**src/rtl/squash_arbiter.sv**
```systemverilog
// Merges per-unit squash requests into one registered redirect, oldest first.
// Optional SQUASH_ARBITER_FILTER_EN drops requests no older than the last squash.
//
// Ports:
//   clk, rst            : clock, synchronous active-high reset
//   in_val              : per-unit squash request valid
//   in_target           : per-unit redirect PC, unit i at [32i+31:32i]
//   in_seq_num          : per-unit squashing seq number, packed like in_target
//   head_seq_num        : oldest in-flight seq number, base for age compares
//   commit_val          : an instruction commits this cycle
//   commit_seq_num      : seq number of the committing instruction
//   out_val             : one-cycle pulse per selected squash
//   out_target          : redirect PC of the selected squash
//   out_seq_num         : seq number of the selected squash
module squash_arbiter #(
  parameter int p_num_units    = 2,
  parameter int p_seq_num_bits = 5
) (
  input  logic                                  clk,
  input  logic                                  rst,
  input  logic [p_num_units-1:0]                in_val,
  input  logic [32*p_num_units-1:0]             in_target,
  input  logic [p_seq_num_bits*p_num_units-1:0] in_seq_num,
  input  logic [p_seq_num_bits-1:0]             head_seq_num,
  input  logic                                  commit_val,
  input  logic [p_seq_num_bits-1:0]             commit_seq_num,
  output logic                                  out_val,
  output logic [31:0]                           out_target,
  output logic [p_seq_num_bits-1:0]             out_seq_num
);

  localparam int SW = p_seq_num_bits;

  logic [p_num_units-1:0][SW-1:0] age;
  logic [p_num_units-1:0]         elig;
  logic                           sel_val;
  logic [SW-1:0]                  sel_age;
  logic [31:0]                    sel_target;
  logic [SW-1:0]                  sel_seq;

  // Age relative to the current head; modular subtraction handles wrap.
  always_comb begin
    age = '0;
    for (int i = 0; i < p_num_units; i++) begin
      age[i] = in_seq_num[SW*i +: SW] - head_seq_num;
    end
  end

`ifdef SQUASH_ARBITER_FILTER_EN
  logic          act;
  logic [SW-1:0] act_seq;
  logic          ref_val;
  logic [SW-1:0] ref_seq;
  logic [SW-1:0] ref_age;

  // The squash being emitted now shadows the tracked one.
  assign ref_val = out_val | act;
  assign ref_seq = out_val ? out_seq_num : act_seq;
  assign ref_age = ref_seq - head_seq_num;

  always_comb begin
    elig = '0;
    for (int i = 0; i < p_num_units; i++) begin
      elig[i] = in_val[i] & (~ref_val | (age[i] < ref_age));
    end
  end

  always_ff @(posedge clk) begin
    if (rst) begin
      act     <= 1'b0;
      act_seq <= '0;
    end else if (out_val) begin
      act     <= 1'b1;
      act_seq <= out_seq_num;
    end else if (act && commit_val
                 && commit_seq_num == act_seq) begin
      act     <= 1'b0;
    end
  end
`else
  logic unused;

  assign elig   = in_val;
  assign unused = ^{commit_val, commit_seq_num};
`endif

  // Strict less-than keeps the lowest index on equal age.
  always_comb begin
    sel_val    = 1'b0;
    sel_age    = '0;
    sel_target = '0;
    sel_seq    = '0;
    for (int i = 0; i < p_num_units; i++) begin
      if (elig[i] && (!sel_val || age[i] < sel_age)) begin
        sel_val    = 1'b1;
        sel_age    = age[i];
        sel_target = in_target[32*i +: 32];
        sel_seq    = in_seq_num[SW*i +: SW];
      end
    end
  end

  always_ff @(posedge clk) begin
    if (rst) begin
      out_val     <= 1'b0;
      out_target  <= '0;
      out_seq_num <= '0;
    end else begin
      out_val <= sel_val;
      if (sel_val) begin
        out_target  <= sel_target;
        out_seq_num <= sel_seq;
      end
    end
  end

endmodule

```
**config.mk**
```make
export PLATFORM = sky130hd
export DESIGN_NAME = squash_arbiter
export DESIGN_NICKNAME = d
export VERILOG_FILES = /design/src/rtl/squash_arbiter.sv
export SDC_FILE = /design/constraint.sdc
export NUM_CORES = 1
export LEC_CHECK = 0
export CORE_MARGIN = 10
export CORE_UTILIZATION = 35
export DETAILED_ROUTE_END_ITERATION = 7
export PLACE_DENSITY = 0.88
export SYNTH_ARGS = -nofsm -noshare
export SYNTH_HDL_FRONTEND = slang
export SYNTH_SLANG_ARGS = --single-unit
```
**constraint.sdc**
```tcl
create_clock -name clk -period 2.75 [get_ports clk]
set_input_delay 0.4125 -clock clk [delete_from_list [all_inputs] [get_ports clk]]
set_output_delay 0.4125 -clock clk [all_outputs]
set_load 0.01 [all_outputs]
```
==> parameters.txt <==
Parameter                              Value

Critical path
  Startpoint types ... primary input
  Worst Path Max Fanout ... 13
  Peak per-stage delay on the critical path ... 380 ps
  Crit path required time ... 2970 ps
  Worst path slowest cell ... sky130_fd_sc_hd__fa_2
  Arrival time worst endpoint ... 2880 ps
  CP Capture Type ... flip-flop
  Cell family contributing the most delay on the critical path ... compound AO/OA/AOI/OAI gates
  Crit-path cells ... buf_2 -> inv_2 -> ha_4 -> inv_2 -> fa_2 -> a21o_1 -> a21oi_2 -> xnor2_1 -> nand2_1 -> ha_4 -> a21o_1 -> buf_4 -> a21oi_4 -> o21ai_4 -> clkbuf_16 -> o2bb2ai_1
  Classification of the worst setup path ... in -> reg
  CP Buf/Inv Count ... 5

Global route
  Overflow after GRT ... 0
  Pin count of the biggest net entering global routing ... 33
  Via count of the first global-routing pass ... 2475
  Number of antenna violations at the first check in global routing ... 0
  Overall routing resource usage ... 15.12%
  Wire length of the first global-routing pass ... approximately 12 mm

Synth
  Number of enable flip-flop cells after synthesis ... 0
  Share of flip-flops with an asynchronous set or reset after synthesis ... 0%
  Synth Net Count ... 334
  Top cells by area, synth ... sky130_fd_sc_hd__dfxtp_1 (34%), sky130_fd_sc_hd__nor3b_1 (12%), sky130_fd_sc_hd__o2bb2ai_1 (12%)
  Part of the Yosys area used for sequential elements ... 33.97%
  Post-synthesis instance total ... between 200 and 250
  Area leader, netlist ... sky130_fd_sc_hd__dfxtp_1
  Synthesized area divided by synthesized cell count ... ~9.7 µm²
  Synthesized flop and latch total ... 38
  Number of library cell types mapped by synthesis ... 32
  Most common flop cell mapped by yosys ... sky130_fd_sc_hd__dfxtp_1
  Total number of yosys warnings ... 0
  Netlist Area Pre-Place ... 2240 µm²
  Yosys top cell area share ... 33.97%

Placed design
  RePlAce Congestion ... slightly below 0.8
  Placed wire-length estimate ... 5.886 mm
  IO buf count ... 120
  Placed instance count ... 433

Clock tree
  CTS buffer count ... 5
  Maximum clock path buffer count ... 2
  Number of H-tree branching levels ... 2
  Clock slew at the register clock pins of the worst setup and hold paths ... 80 ps
  Number of hold buffers added after cts ... 0
  TritonCTS clock tree ... yes
  CTS sink cnt ... 38
  Clock Tree Root ... sky130_fd_sc_hd__clkbuf_8
  Clk Latency, worst-skew pair ... around 280 ps

STA
  Number of pins exceeding their max-slew limit in the final report ... 0
  Setup Skew ... 0 ps
  Remaining max-slew budget at the tightest pin ... around 60%
  Worst hold margin ... about 450 ps
  Ratio of final minimum period to clock period ... 96.84%
  Count of endpoints failing hold in the final timing report ... 0
  Upper clock frequency limit ... 0.3755 GHz
  Min Clock Period, post-route ... around 2700 ps
  Worst-margin pin slew ... around 600 ps
  # setup viols final ... 0

Finish
  Leading cell types in the layout, fill and taps excluded ... sky130_fd_sc_hd__clkdlybuf4s50_1 (109), sky130_fd_sc_hd__a21oi_1 (38), sky130_fd_sc_hd__dfxtp_1 (38)
  Final std cells w/o fill ... 449
  Final net count ... 474
  Final core occ ... 64.48%
  Most frequent standard cell in the layout excluding fill and tap cells ... sky130_fd_sc_hd__clkdlybuf4s50_1
  Layout cells sized above 1 ... approximately 23%
  Synthesis-to-finish area growth ... 80.73%
  Final antenna diode count ... 0

Routing
  Number of DRC violations after detailed-routing iteration 0 ... 70
  Final routed wirelength across all metal layers ... 8.181 mm
  Number of vias in the routed layout ... ~2300
  Remaining DRCs ... 0
  Via density per instance ... 5.227
  Number of nets with antenna violations after detailed routing ... 0
  Pre-Repair DR Iteration Count ... 4
  Mean routed wirelength per cell ... 18.22 µm

Die
  Die width ... 100.0 µm
  Floorplan core area ... roughly 6300 µm²
  Vertical die dimension ... 100.0 µm
  Die ar. ... about 10000 µm²
  Number of top-level pins ... 127
  Initial core utilization ... a little over a third
  Number of standard-cell rows in the floorplan ... 29

Run
  Total of max-cap violations ... 0

Hold path
  Path type of the worst min-delay path ... in -> reg

Run status
  Outcome ... complete, no violations

Power and ir drop
  Total power divided by cell area ... approximately 520 nW/µm²
  Power, Total ... between 2000 and 2500 µW
  LEAKAGE ... approximately 0.0015 µW
  Max rail drop VDD ... 0.2536 mV
[logic make-up after synthesis]
group / Yosys count / share of synthesized area, %
compound gates: 91 / 31.73
xor+xnor: 7 / 2.737
fa+ha+maj: 14 / 8.492
buf+inv: 28 / 7.150
flops: 38 / 33.97
mux: 2 / 0.8939
simple gates: 51 / 15.03
[stage by stage]
step	instance area (µm²)	TNS, ps	setup WS [ps]
2_1_floorplan	2240	0	19.89
3_3_place_gp	3631	-17320	-481.2
3_5_place_dp	3631	-19620	-562.1
4_1_cts	3940	0	30.79
5_1_grt	4048	-18.62	-11.34
6_report	4048	0	86.85
[worst register-to-register path, stage by stage (launching register included)]
cell	delay [ps]
sky130_fd_sc_hd__dfxtp_1	330
sky130_fd_sc_hd__mux2i_1	200
sky130_fd_sc_hd__o32ai_2	120
sky130_fd_sc_hd__a21oi_1	160
sky130_fd_sc_hd__o2bb2ai_2	80
[power by group]
group          internal, µW  switching, µW  leakage [µW]
logic                   567            402       0.00114
registers               638           38.6      0.000315
clock network           267            204     0.0000579
total                  1470            644       0.00151
[cells in the mapped netlist, types with 2 or more instances]
cell type and instances:
sky130_fd_sc_hd__a21o_1 5, sky130_fd_sc_hd__a21oi_1 40, sky130_fd_sc_hd__buf_1 4, sky130_fd_sc_hd__buf_2 5
sky130_fd_sc_hd__buf_6 5, sky130_fd_sc_hd__clkbuf_1 4, sky130_fd_sc_hd__dfxtp_1 38, sky130_fd_sc_hd__fa_1 2
sky130_fd_sc_hd__ha_1 12, sky130_fd_sc_hd__inv_1 9, sky130_fd_sc_hd__mux2i_1 2, sky130_fd_sc_hd__nand2_1 6
sky130_fd_sc_hd__nor2_1 4, sky130_fd_sc_hd__nor3b_1 35, sky130_fd_sc_hd__o21ai_4 2, sky130_fd_sc_hd__o2bb2ai_1 30
sky130_fd_sc_hd__o2bb2ai_2 7, sky130_fd_sc_hd__o32ai_1 2, sky130_fd_sc_hd__xnor2_1 5, sky130_fd_sc_hd__xor2_1 2
[final cells by class]
cell class                      instances  area [µm²]
Clock inverter                          3       40.04
Fill cell                             527        2230
Inverter                                9       33.78
Multi-Input combinational cell        165        1484
Clock buffer                            5       68.82
Sequential cell                        38       760.7
Timing Repair Buffer                  152        1564
Tap cell                               77       96.34
[per-layer routing]
layer | share of wire, % | global-route usage, %
met1 | 38 | 15.29
met2 | 52 | 28.17
met4 | 3.0 | 5.543
met5 | 0 | 0
met3 | 7.1 | 4.876
[sequential cells by signal, indices dropped and copies added, names as in the netlist]
signal,cells
out_val,1
out_seq_num,5
out_target,32
[final timing paths]
path	start	end	slack (ps)	cells after the start
setup / recovery	in_seq_num[0]	out_target[19]	90	16
hold / removal	in_seq_num[0]	out_seq_num[0]	450	3
setup reg to reg	out_seq_num[0]	out_seq_num[0]	1760	4
hold reg to reg	out_target[27]	out_target[27]	650	3
[repair_timing]
action                                  in CTS  in global routing
pin swaps                                   13                 10
resized for setup                           37                 15
buffers inserted                             4                  0
gates cloned                                 3                  1
endpoints found under the setup margin      37                 37
Note: power is estimated with default switching activity, not from simulation.
